**config.mk**
```make
export PLATFORM = sky130hd
export DESIGN_NAME = mash111_ncn
export DESIGN_NICKNAME = d
export VERILOG_FILES = /design/src/rtl/mash111_ncn.sv
export SDC_FILE = /design/constraint.sdc
export NUM_CORES = 1
export LEC_CHECK = 0
export ABC_AREA = 1
export CORE_ASPECT_RATIO = 2
export CORE_MARGIN = 2
export CORE_UTILIZATION = 53
export CTS_CLUSTER_DIAMETER = 60
export DETAILED_ROUTE_END_ITERATION = 7
export HOLD_SLACK_MARGIN = 0.05
export MAX_ROUTING_LAYER = met4
export PLACE_DENSITY = 0.84
export RECOVER_POWER = 25
export SETUP_SLACK_MARGIN = 0.02
export SLEW_MARGIN = 5
export SYNTH_ARGS = -nofsm -noshare
export SYNTH_HDL_FRONTEND = slang
export SYNTH_SLANG_ARGS = --single-unit
```
**constraint.sdc**
```tcl
create_clock -name i_clk -period 4.57 [get_ports i_clk]
set_clock_uncertainty 0.05 [all_clocks]
set_input_delay 1.371 -clock i_clk [delete_from_list [all_inputs] [get_ports i_clk]]
set_output_delay 1.371 -clock i_clk [all_outputs]
set_load 0.01 [all_outputs]
```
**src/rtl/mash111_ncn.sv**
```systemverilog
`default_nettype none
// ============================================================================
// Module   : mash111_ncn
// Purpose  : MASH 1-1-1 noise-cancellation network; recombines three EFM
//            carries into a noise-shaped divide ratio for a fractional-N PLL.
// Revision : 1.0
// ============================================================================
module mash111_ncn #(
    parameter int P_INT_WIDTH = 8,
    parameter int P_DIV_WIDTH = P_INT_WIDTH + 1
) (
    input  logic                   i_clk,
    input  logic                   i_rst_n,
    input  logic                   i_en,
    input  logic                   i_clr,
    input  logic [P_INT_WIDTH-1:0] i_int_n,
    input  logic                   i_q1,
    input  logic                   i_q2,
    input  logic                   i_q3,
    output logic signed [3:0]      o_frac,
    output logic [P_DIV_WIDTH-1:0] o_div,
    output logic                   o_valid,
    output logic                   o_clamp
);

    localparam int C_SUM_W = P_DIV_WIDTH + 1;

    logic              r_q1_d1;
    logic              r_q1_d2;
    logic              r_q2_d1;
    logic              r_q3_z1;
    logic signed [3:0] r_s2_z1;
    logic [1:0]        r_fill;

    logic signed [3:0] w_d3;
    logic signed [3:0] w_s2;
    logic signed [3:0] w_d2;
    logic signed [3:0] w_y;
    logic [C_SUM_W-1:0] w_sum;
    logic              w_neg;

    // Stage 1 lags two cycles and stage 2 one cycle so all carries line up
    // with the undelayed stage-3 carry.
    always_comb begin
        w_d3  = $signed({3'b000, i_q3}) - $signed({3'b000, r_q3_z1});
        w_s2  = $signed({3'b000, r_q2_d1}) + w_d3;
        w_d2  = w_s2 - r_s2_z1;
        w_y   = $signed({3'b000, r_q1_d2}) + w_d2;
        w_sum = C_SUM_W'(i_int_n) + {{(C_SUM_W-4){w_y[3]}}, w_y};
        w_neg = w_sum[C_SUM_W-1];
    end

    always_ff @(posedge i_clk or negedge i_rst_n) begin
        if (!i_rst_n) begin
            r_q1_d1 <= 1'b0;
            r_q1_d2 <= 1'b0;
            r_q2_d1 <= 1'b0;
            r_q3_z1 <= 1'b0;
            r_s2_z1 <= '0;
            r_fill  <= '0;
            o_frac  <= '0;
            o_div   <= '0;
            o_valid <= 1'b0;
            o_clamp <= 1'b0;
        end else if (i_clr) begin
            r_q1_d1 <= 1'b0;
            r_q1_d2 <= 1'b0;
            r_q2_d1 <= 1'b0;
            r_q3_z1 <= 1'b0;
            r_s2_z1 <= '0;
            r_fill  <= '0;
            o_frac  <= '0;
            o_div   <= P_DIV_WIDTH'(i_int_n);
            o_valid <= 1'b0;
            o_clamp <= 1'b0;
        end else if (i_en) begin
            r_q1_d1 <= i_q1;
            r_q1_d2 <= r_q1_d1;
            r_q2_d1 <= i_q2;
            r_q3_z1 <= i_q3;
            r_s2_z1 <= w_s2;
            if (r_fill != 2'd3) begin
                r_fill <= r_fill + 2'd1;
            end
            o_valid <= (r_fill == 2'd3);
            o_frac  <= w_y;
            // A negative ratio is meaningless to the divider; pin at zero and flag it.
            if (w_neg) begin
                o_div   <= '0;
                o_clamp <= 1'b1;
            end else begin
                o_div   <= w_sum[P_DIV_WIDTH-1:0];
            end
        end else begin
            o_valid <= 1'b0;
        end
    end

endmodule
`default_nettype wire

```
### Word level (Yosys, flattened, before mapping)

Index checks and enable logic that the tools add are counted.

* register bits: 25
* latch bits: 0
* bits in writable memories: 0
* ROM bits: 0
* input port bits: 15
* output and inout bits: 15
* memories kept: 0

* add/sub/neg operators: 6
* multiply operators: 0
* divide/modulo/power cells: 0
* order comparisons: 0
* equality and inequality tests: 2
* shifts and indexed selects: 0
* multiplexer cells: 23
* bitwise operators: 0
* reductions and logical operators: 5

Operators by type and width (count)
* $mux 9: 3
* $mux 4: 4
* $mux 1: 13
* $add 9x4->10: 1
* $mux 2: 3
* $reduce_bool 2->1: 3
* $add 2x4->4: 1
* $reduce_and 2->1: 2
* $sub 3x4->4: 1
* $add 2x2->3: 1
* $add 2x1->2 const B: 1
* $eq 2x2->1 const B: 1
* $ne 2x2->1 const B: 1
* $sub 1x1->2: 1

### Logic depth before layout (Yosys ltp)

Gate-level depths: netlist of the first run.

* depth after elaboration: 8
* mapped depth: 25
* gate-level depth less buffers: 25

### Least setup slack after synthesis of the first run

Ideal clock, no wire load.

* path kind: input port to flip-flop
* start: input i_q3
* end: register o_div[4]
* setup time: 0.121 ns
* data arrival time: 4.214 ns
* required time: 4.399 ns
* path slack: 0.185 ns
* stages: 22
* buffers on the path: 0
* cell sequence: inv_1 > ha_1 > inv_1 > ha_1 > inv_1 > ha_1 > inv_1 > ha_1 > ha_1 > nand3_1 > nand3_1 > nand2_2 > inv_2 > ha_1 > nand2_1 > nand2_1 > a21oi_2 > nand3_2 > nand2_4 > nand2_4 > nand3_1 > nand2_1

* word-level cells in the longest chain between the ends: 8

Ends and longest elaborated chain
* from (decl): RTL line 19 `input logic i_q3,`
* $sub 1x1->2: RTL line 45 `w_d3 = $signed({3'b000, i_q3}) - $signed({3'b000, r_q3_z1});`
* $add 2x2->3: RTL line 46 `w_s2 = $signed({3'b000, r_q2_d1}) + w_d3;`
* $sub 3x4->4: RTL line 47 `w_d2 = w_s2 - r_s2_z1;`
* $add 2x4->4: RTL line 48 `w_y = $signed({3'b000, r_q1_d2}) + w_d2;`
* $add 9x4->10: RTL line 49 `w_sum = C_SUM_W'(i_int_n) + {{(C_SUM_W-4){w_y[3]}}, w_y};`
* $mux 9: RTL line 88 `if (w_neg) begin`
* $mux 9: RTL line 76 `end else if (i_en) begin`
* $mux 9: RTL line 65 `end else if (i_clr) begin`
* to (signal assigned): RTL line 73 `o_div <= P_DIV_WIDTH'(i_int_n);`
* to (signal assigned): RTL line 92 `o_div <= w_sum[P_DIV_WIDTH-1:0];`
* to (decl): RTL line 21 `output logic [P_DIV_WIDTH-1:0] o_div,`

No other way between the ends. The select of a mux whose other input is x is not followed.
A chain may end at the register's enable or synchronous reset.

### Worst setup path after layout of the first run

* start: input i_q3
* end: register o_div[6]

Same word-level chain as after synthesis.

==> reports/results.ini, run 1 <==
[grt]
grt_pass1_vias = 1682
grt_pass1_wl_mm = 7.47
grt-ovfl-total = 0
antenna_found_initial = 0
grt_start_max_net_pins = 25
grt.total_usage_pct = 26.9

[logic_synthesis]
yosysTopAreaCellShare_pct = 34.3
syn_inst = 218
synth_area_leader_cell = dfrtp_1
synthArstFlopShare_pct = 100
ys_ff_latch = 24
ys_warn_count = 0
synth_nets = 254
ys_seq_area_share_pct = 34.3
synth_ff_type = dfrtp_1
synth-edff-count = 0
yosys-top-cells-area = dfrtp_1, ha_1, nand2_1
ys_types = 28
syn_area_per_cell_um2 = 8.02
synth_area_um2 = 1750

[timing]
setup_tns_ps = 0
rsz0062_at_grt = false
slew_headroom_pct = 24.6
slew_viol_final = 0
finalHoldViolations = 0
setup_viol = 0
fmax_mhz = 238
worst_pin_slew_ps = 1130
finalCritPeriodShare_pct = 91.9
period_needed_ps = 4200
whs_ps = 446
finalWorstSetupSlack_ps = 369

[clock_tree]
insertion_delay_ps = 270
root_buffer = clkbuf_8
clock_path_buffers = 2
cts.sinks = 24
cts.reportedPaths.clkPinSlew_ps = 90
cts_inserted_buffers = 3
cts_tree = done
cts.htree.levels = 1

[setup_path]
cp_cell_sequence = dlymetal6s2s_1, inv_2, ha_4, inv_2, ha_4, inv_2, ha_4, inv_2, ha_4, fa_2, xnor2_2, inv_2, ha_4, nand2_2, nor2_4, nand2_2, nand3_4, nand2_2, nand3_4, nand2_8, nand3_2, nand2_1
start_kind = input pin
critPathTopFamily = adder cells
slowest_delay_ps = 420
cp.arrival_ps = 4320
cp_max_fo = 8
cp_num_buf_inv = 6
critPathCaptureType = flip-flop
crit_required_ps = 4690
crit_type = input pin to flip-flop
cp_slowest_cell = fa_2

[finish]
diodes = 0
drive_gt1_share_pct = 31.0
n_fill_cell = 182
fin_util_pct = 80.9
final_area_um2 = 2550
nets = 305
synthToLayoutAreaGrowth_pct = 46.0
fin_cells = 299

[run]
drv_cap = 0

[detailed_routing]
vias = 1696
drc = 0
drt-total-wl_mm = 5.08
wl_per_cell_um = 17.0
dr.pass1.iters = 4
via_per_inst = 5.67
drt_iter0_drc = 50
antenna_left = 0

[die]
die_w_um = 44.6
initial_core_util_pct = 55.4
row_count = 29
die_area_um2 = 3800
die_h_um = 85.2
io-pin-count = 30
core_area_um2 = 3160

[placed_design]
gp_congestion = 0.890
dp_cells = 293
portBuffers = 29
dp_hpwl_mm = 3.21
dpl_cell_area_um2 = 2200
pre_cts_ws_ps = -490

[status]
status = completed

[power]
power_mw = 0.969
vdd_drop_max_mv = 0.328
p_leak_nw = 1.25
p_per_area_nw_per_um2 = 379

[worst_hold_path]
hp-class = flip-flop to flip-flop

[path summary, 6_finish.rpt]
kind / from / to / slack, ps / depth (start not counted)
worst max-delay path: i_q3 / o_div[6]$_DFFE_PN0P_ / 370 / 22
worst min-delay path: o_div[8]$_DFFE_PN0P_ / o_div[8]$_DFFE_PN0P_ / 450 / 2
worst max register to register: r_q3_z1$_DFFE_PN0P_ / o_div[6]$_DFFE_PN0P_ / 1170 / 20
worst min register to register: o_div[8]$_DFFE_PN0P_ / o_div[8]$_DFFE_PN0P_ / 450 / 2
max in group asynchronous: i_rst_n / o_frac[1]$_DFFE_PN0P_ / 2090 / 1
min in group asynchronous: i_rst_n / o_valid$_DFF_PN0_ / 1710 / 1
[cell families after synthesis]
logic type      count (synthesis)  share of synthesized area [%]
compound gates                 34                           12.4
xor+xnor                        1                          0.501
buf+inv                        42                           9.16
simple gates                   96                           27.8
flops                          24                           34.3
fa+ha+maj                      21                           15.9
[sequential cells by signal, summed over array words and instances, names as in the netlist]
signal	count
o_valid	1
r_q1_d1	1
r_q2_d1	1
o_clamp	1
r_q3_z1	1
o_div	9
r_s2_z1	3
r_q1_d2	1
o_frac	4
r_fill	2
[cell type report]
cell class	count	area (um^2)	area share, %
Clock inverter	1	30.0	1.18
Timing Repair Buffer	49	443	17.3
Multi-Input combinational cell	152	1250	48.9
Clock buffer	3	41.3	1.62
Sequential cell	24	601	23.5
Tap cell	31	38.8	1.52
Inverter	39	151	5.93
[worst reg2reg max path, delay by kind of cell, from the launching register on]
kind	cells	cell delay [ps]
adder cells (fa/ha/maj)	6	1660
AND/OR/NAND/NOR	9	770
flip-flops	1	420
XOR/XNOR	1	210
buffers and inverters	4	190
[placed cells by master (no fill, tap or decap), types with 2 or more instances in the layout]
| cell type | n |
|---|---|
| a22o_1 | 2 |
| nand3_1 | 12 |
| inv_2 | 9 |
| a21oi_1 | 5 |
| clkdlybuf4s50_1 | 18 |
| nand3_2 | 8 |
| ha_4 | 14 |
| o21a_1 | 3 |
| nand2_1 | 45 |
| nand3_4 | 2 |
| clkbuf_8 | 3 |
| fa_2 | 2 |
| nor2_4 | 2 |
| a22oi_1 | 8 |
| nand2_2 | 9 |
| a21oi_2 | 3 |
| nor3_1 | 2 |
| o21ai_1 | 7 |
| dfrtp_1 | 24 |
| ha_1 | 4 |
| nand2_4 | 2 |
| dlygate4sd3_1 | 10 |
| nor2_1 | 9 |
| o21ai_0 | 4 |
| buf_4 | 20 |
| inv_1 | 29 |
| nor2_2 | 2 |
[cells in the mapped netlist (2+ instances only)]
library cell and number:
a21oi_1 6, inv_2 2, o21ai_0 4, buf_2 2, o21a_1 3, a22o_1 2, nor3_1 3, nor2_2 2
nor2_1 10, nand3_2 5, dfrtp_1 24, fa_1 2, inv_1 37, a22oi_1 8, nand3_1 16, o21ai_1 7
ha_1 19, a21oi_2 2, nand2_2 5, nand2_1 50, nand2_4 2
[where the power goes]
part / leakage (nW) / internal [mW] / switching (mW)
Combinational: 0.898 / 0.243 / 0.278
Sequential: 0.313 / 0.239 / 0.0156
Clock: 0.0357 / 0.117 / 0.0757
[metal layers]
metal  vias up  track usage, %  routed length (um)
li1        809               -                   -
met4         0            7.71                 203
met5         -               -                   0
met2        58            49.0                2920
met1       808            28.4                1820
met3        21            3.62                 132
[repair_timing]
item                                    in CTS  in global routing
pin swaps                                    3                 20
gates resized for setup                     16                 31
endpoints found under the setup margin      10                 10
cloned                                       0                  0
buffers inserted                             0                  2
hold buffers                                 0                  0
(Power assumes the default switching activity.)
==> run 2, diff against run 1 <==
--- a/config.mk
+++ b/config.mk
@@ -6,6 +6,7 @@
 export NUM_CORES = 1
 export LEC_CHECK = 0
 export ABC_AREA = 1
+export CAP_MARGIN = 25
 export CORE_ASPECT_RATIO = 2
 export CORE_MARGIN = 2
 export CORE_UTILIZATION = 53
==> reports/results.ini, run 2 (synthesis gave the netlist of run 1 again) <==
[setup_path]
path_common_cell = ha_4
slowest_delay_ps = 290  ; -130 ps
crit_required_ps = 4740  ; +50 ps
critPathCaptureType = flip-flop
cp_slowest_cell = ha_4
cp_max_fo = 5  ; -3
start_kind = input pin
rr_worst_depth = 23  ; +15%
cp.arrival_ps = 4510  ; +190 ps
crit_type = input pin to flip-flop

[die]
die_area_um2 = 3800  ; unchanged
core_area_um2 = 3160  ; unchanged
die_w_um = 44.6  ; unchanged
row_count = 29  ; unchanged
initial_core_util_pct = 55.4  ; unchanged
io-pin-count = 30  ; unchanged
die_h_um = 85.2  ; unchanged

[timing]
slew_viol_final = 0  ; unchanged
rsz0062_at_grt = false
whs_ps = 445  ; -1.77 ps
setup_viol = 0  ; unchanged
finalHoldViolations = 0  ; unchanged
worst_pin_slew_ps = 880  ; -248 ps
fmax_mhz = 231  ; -3.0%
finalCritPeriodShare_pct = 94.8  ; +2.9 points
slew_headroom_pct = 41.3  ; +17 points
period_needed_ps = 4330  ; +132 ps

[finish]
n_fill_cell = 176  ; -3.3%
drive_gt1_share_pct = 33.1  ; +2.1 points
largest_register = o_div
final_area_um2 = 2610  ; +2.0%
final_common_cell = nand2_1
layout_common_cells = nand2_1, inv_1, clkdlybuf4s50_1, dfrtp_1, buf_4
largest_register_ffs = 9  ; unchanged
top_regs = o_div x9, o_frac x4, r_s2_z1 x3
synthToLayoutAreaGrowth_pct = 48.9
nets = 312  ; +2.3%
diodes = 0  ; unchanged
fin_util_pct = 82.5  ; +1.6 points

[placed_design]
gp_congestion = 0.890  ; unchanged
dp_hpwl_mm = 3.33  ; +4.0%
portBuffers = 29  ; unchanged
dpl_cell_area_um2 = 2230  ; +1.3%

[power]
power_mw = 1.01  ; +3.8%
p_per_area_nw_per_um2 = 386  ; +1.7%
vdd_drop_max_mv = 0.342  ; +4.2%
p_leak_nw = 1.28  ; +2.6%

[clock_tree]
holdBufCountCts = 0  ; unchanged
clock_path_buffers = 2  ; unchanged
root_buffer = clkbuf_8
cts_tree = done
cts_inserted_buffers = 3  ; unchanged
cts.sinks = 24  ; unchanged
cts.reportedPaths.clkPinSlew_ps = 90  ; about the same
cts.htree.levels = 1  ; unchanged
insertion_delay_ps = 280  ; about the same

[worst_hold_path]
hp-class = flip-flop to flip-flop
hold_depth = 2  ; unchanged

[detailed_routing]
drc = 0  ; unchanged
drt-total-wl_mm = 5.30  ; +4.4%
via_per_inst = 5.70  ; +0.54%
wl_per_cell_um = 17.3  ; +2.0%
drt_iter0_drc = 83  ; +66%
vias = 1745  ; +2.9%
antenna_left = 0  ; unchanged
dr.pass1.iters = 5  ; +1

[grt]
antenna_found_initial = 0  ; unchanged
grt_pass1_wl_mm = 7.69  ; +3.0%
grt_pass1_vias = 1798  ; +6.9%
grt.total_usage_pct = 28.0  ; +1.1 points
grt-ovfl-total = 0  ; unchanged
grt_start_max_net_pins = 17  ; -32%

[run]
drv_cap = 0  ; unchanged

[status]
status = completed

-- run 2: cell count changes in the layout (fill, tap and decap cells not counted), moves of 2 or more --
cell / previous run / this run
buf_4: 20 / 24
ha_4: 14 / 12
nand2_4: 2 / 4
nand2_1: 45 / 43
clkdlybuf4s50_1: 18 / 27
dlygate4sd3_1: 10 / 1
buf_6: 0 / 2
nand3_2: 8 / 11
nand3_1: 12 / 10
-- run 2: per-stage QoR --
| stage | setup TNS (ps) | cells | setup WS (ps) |
|---|---|---|---|
| 3_3_place_gp | -4180 | 293 | -450 |
| 4_1_cts | 0 | 299 | 18.3 |
| 6_report | 0 | 306 | 237 |
| 3_5_place_dp | -4750 | 294 | -500 |
| 5_1_grt | 0 | 306 | 103 |
| 2_1_floorplan | 0 | 218 | 185 |
-- run 2: critical path: cells and delay by family --
kind	cells	cell delay (ps)
buffers and inverters	8	650
adders and majority gates	6	1360
AOI/OAI and AO/OA	1	170
and+or+nand+nor	10	960
-- run 2: final cells by class --
class,instances,area (um^2),share of cell area (%)
Multi-Input combinational cell,152,1240,47.7
Sequential cell,24,601,23.1
Timing Repair Buffer,56,499,19.2
Inverter,39,151,5.81
Clock buffer,3,41.3,1.59
Tap cell,31,38.8,1.49
Clock inverter,1,30.0,1.15
-- run 2: power by group --
group	leakage [nW]	internal [mW]	total, mW	switching, mW
logic	0.931	0.265	0.558	0.293
clock network	0.0357	0.117	0.193	0.0755
registers	0.313	0.239	0.254	0.0154
total	1.28	0.621	1.01	0.384
-- run 2: final timing paths --
check,startpoint,end,slack [ps]
worst max-delay path,i_q3,o_div[5]$_DFFE_PN0P_,240
worst min-delay path,o_frac[3]$_DFFE_PN0P_,o_frac[3]$_DFFE_PN0P_,440
min in group asynchronous,i_rst_n,o_div[4]$_DFFE_PN0P_,1410
worst min register to register,o_frac[3]$_DFFE_PN0P_,o_frac[3]$_DFFE_PN0P_,440
max in group asynchronous,i_rst_n,r_s2_z1[1]$_DFFE_PN0P_,1930
worst max register to register,r_q3_z1$_DFFE_PN0P_,o_div[5]$_DFFE_PN0P_,1050
-- run 2: repair_timing --
item | CTS | global route
cloned | 0 | 0
endpoints found under the setup margin | 10 | 10
pin swaps | 5 | 26
resized for setup | 21 | 31
buffers inserted | 1 | 7
-- run 2: metal layers --
metal  global-route usage (%)  up-vias  wire [um]
met3                     2.98       27        169
met1                     27.6      836       1800
met5                        -        -          0
met4                     17.6        0        265
met2                     48.7       61       3070
li1                         -      821          -
==> RTL change (config.mk and constraints of run 2) <==
Register the inputs `i_en`, `i_clr`, `i_int_n`, `i_q1`, `i_q2` and `i_q3` before use, cleared by the reset. The logic sees them one clock later.
--- a/src/rtl/mash111_ncn.sv
+++ b/src/rtl/mash111_ncn.sv
@@ -26,4 +26,29 @@
     localparam int C_SUM_W = P_DIV_WIDTH + 1;
 
+    logic i_en_q;
+    logic i_clr_q;
+    logic [P_INT_WIDTH-1:0] i_int_n_q;
+    logic i_q1_q;
+    logic i_q2_q;
+    logic i_q3_q;
+
+    always_ff @(posedge i_clk or negedge i_rst_n) begin
+        if (!i_rst_n) begin
+            i_en_q    <= '0;
+            i_clr_q   <= '0;
+            i_int_n_q <= '0;
+            i_q1_q    <= '0;
+            i_q2_q    <= '0;
+            i_q3_q    <= '0;
+        end else begin
+            i_en_q    <= i_en;
+            i_clr_q   <= i_clr;
+            i_int_n_q <= i_int_n;
+            i_q1_q    <= i_q1;
+            i_q2_q    <= i_q2;
+            i_q3_q    <= i_q3;
+        end
+    end
+
     logic              r_q1_d1;
     logic              r_q1_d2;
@@ -43,9 +68,9 @@
     // with the undelayed stage-3 carry.
     always_comb begin
-        w_d3  = $signed({3'b000, i_q3}) - $signed({3'b000, r_q3_z1});
+        w_d3  = $signed({3'b000, i_q3_q}) - $signed({3'b000, r_q3_z1});
         w_s2  = $signed({3'b000, r_q2_d1}) + w_d3;
         w_d2  = w_s2 - r_s2_z1;
         w_y   = $signed({3'b000, r_q1_d2}) + w_d2;
-        w_sum = C_SUM_W'(i_int_n) + {{(C_SUM_W-4){w_y[3]}}, w_y};
+        w_sum = C_SUM_W'(i_int_n_q) + {{(C_SUM_W-4){w_y[3]}}, w_y};
         w_neg = w_sum[C_SUM_W-1];
     end
@@ -63,5 +88,5 @@
             o_valid <= 1'b0;
             o_clamp <= 1'b0;
-        end else if (i_clr) begin
+        end else if (i_clr_q) begin
             r_q1_d1 <= 1'b0;
             r_q1_d2 <= 1'b0;
@@ -71,12 +96,12 @@
             r_fill  <= '0;
             o_frac  <= '0;
-            o_div   <= P_DIV_WIDTH'(i_int_n);
+            o_div   <= P_DIV_WIDTH'(i_int_n_q);
             o_valid <= 1'b0;
             o_clamp <= 1'b0;
-        end else if (i_en) begin
-            r_q1_d1 <= i_q1;
+        end else if (i_en_q) begin
+            r_q1_d1 <= i_q1_q;
             r_q1_d2 <= r_q1_d1;
-            r_q2_d1 <= i_q2;
-            r_q3_z1 <= i_q3;
+            r_q2_d1 <= i_q2_q;
+            r_q3_z1 <= i_q3_q;
             r_s2_z1 <= w_s2;
             if (r_fill != 2'd3) begin
Function: changed (a bounded check fails within 4 cycles, from zero or initial values and one cycle with i_rst_n low).
==> RTL change against run 2 <==
  * Final area shrank 4.4%
  * Sequential cell count up 13
  * Via count shrank 6.3%
  * Largest power group is now registers
  * Utilization down 17 points
  * Routed wire length is 21% lower
  * Synthesized cell count increased by 4.6%
  * Non-clock buffer count shrank 26
  * Setup slack gained 0.61 ns
  * Register-to-register slack got worse by 0.20 ns
  * Total power down 3.8%
  * Count of clock-buffer cells in the layout is 3 higher
  * Die area grew 17%
  * Fmax is 16% higher
  * Synthesized area up 18%
==> RTL change: results (changes against run 2) <==
\begin{tabular}{lr}
\hline
Metric & Value \\
\hline
\multicolumn{2}{l}{\textbf{GRT}} \\
\quad Total routing usage reported by global routing & 23.9\% (was 28.0\%) \\
\quad Met2 Usage GRT & 37.0\% (was 48.7\%) \\
\quad Met1 Track Usage GR & 24.2\% (was 27.6\%) \\
\quad Largest net degree at the start of global routing & 38 (was 17) \\
\quad Number of global-route vias before repair & 1751 (was 1798) \\
\multicolumn{2}{l}{\textbf{CTS}} \\
\quad Number of gates given a new drive strength after cts & 0 (was 21) \\
\quad Total number of H-tree levels & 2 (was 1) \\
\quad CTS Buf Count & 5 (was 3) \\
\quad Clock input transition at the sequential cells of the worst setup and hold paths & 0.07 ns (was 0.09 ns) \\
\multicolumn{2}{l}{\textbf{Power and ir drop}} \\
\quad Maximum vdd ir drop & 0.274 mV (was 0.342 mV) \\
\quad Leakage power total & 1.27 nW (was 1.28 nW) \\
\multicolumn{2}{l}{\textbf{Logic synthesis}} \\
\quad Most used standard cells in the synthesized netlist & sky130\_fd\_sc\_hd\_\_nand2\_1 (44), sky130\_fd\_sc\_hd\_\_dfrtp\_1 (37), sky130\_fd\_sc\_hd\_\_inv\_1 (36) (was sky130\_fd\_sc\_hd\_\_nand2\_1 (50), sky130\_fd\_sc\_hd\_\_inv\_1 (37), sky130\_fd\_sc\_hd\_\_dfrtp\_1 (24)) \\
\quad Post-synthesis xor/xnor area fraction & 0.424\% (was 0.501\%) \\
\quad Share of the synthesized area in compound gates (AO/OA/AOI/OAI) & 10.8\% (was 12.4\%) \\
\quad Mapped Cells & 228 (was 218) \\
\quad Net count after synthesis & 264 (was 254) \\
\multicolumn{2}{l}{\textbf{Worst setup path}} \\
\quad Worst Path Arrival & 3.85 ns (was 4.51 ns) \\
\quad Maximum fanout encountered on the critical timing path & 8 (was 5) \\
\multicolumn{2}{l}{\textbf{Route}} \\
\quad Detailed-route vias per instance & 5.22 (was 5.70) \\
\quad Drt first pass iters & 4 (was 5) \\
\quad Met1 WL & 1520 um (was 1800 um) \\
\quad Wire length reported by the detailed router & 4160 um (was 5300 um) \\
\multicolumn{2}{l}{\textbf{Placement}} \\
\quad Detailed Place HPWL & 3160 um (was 3330 um) \\
\quad Cell Area, Placed & 2410 um2 (was 2230 um2) \\
\multicolumn{2}{l}{\textbf{Outcome}} \\
\quad Status & finished, final reports clean (unchanged) \\
\multicolumn{2}{l}{\textbf{Cells and area}} \\
\quad Area taken by flip-flops and latches & 926 um2 (was 601 um2) \\
\quad Nonclk inv count & 38 (was 39) \\
\quad Buffer share of cell area & 11.6\% (was 19.2\%) \\
\quad Final non-filler cell total & 313 (was 306) \\
\hline
\end{tabular}
[RTL change: changes by cell type after synthesis, sizes merged, moves of 2 or more]
cell,delta
dfrtp,+13
nand2,-4
nor2,-2
o21ai,+2
[RTL change: worst paths after layout]
| path | startpoint | endpoint | slack (ns) | depth (start not counted) |
|---|---|---|---|---|
| max in group asynchronous | i_rst_n | i_int_n_q[7] | 2.86 | 1 |
| hold / removal | i_q1_q | r_q1_d1 | 0.42 | 2 |
| min in group asynchronous | i_rst_n | r_fill[0] | 1.11 | 1 |
| hold reg to reg | i_q1_q | r_q1_d1 | 0.42 | 2 |
| setup reg to reg | i_q3_q | o_div[6] | 0.85 | 23 |
| setup / recovery | i_q3_q | o_div[6] | 0.85 | 23 |
[RTL change: report_power, final]
group          internal (W)  leakage [nW]  total [W]  switching (W)
logic              0.000147         0.757   0.000357       0.000210
registers          0.000360         0.465   0.000379      0.0000196
clock network      0.000119        0.0433   0.000230       0.000111
total              0.000626          1.27   0.000967       0.000340
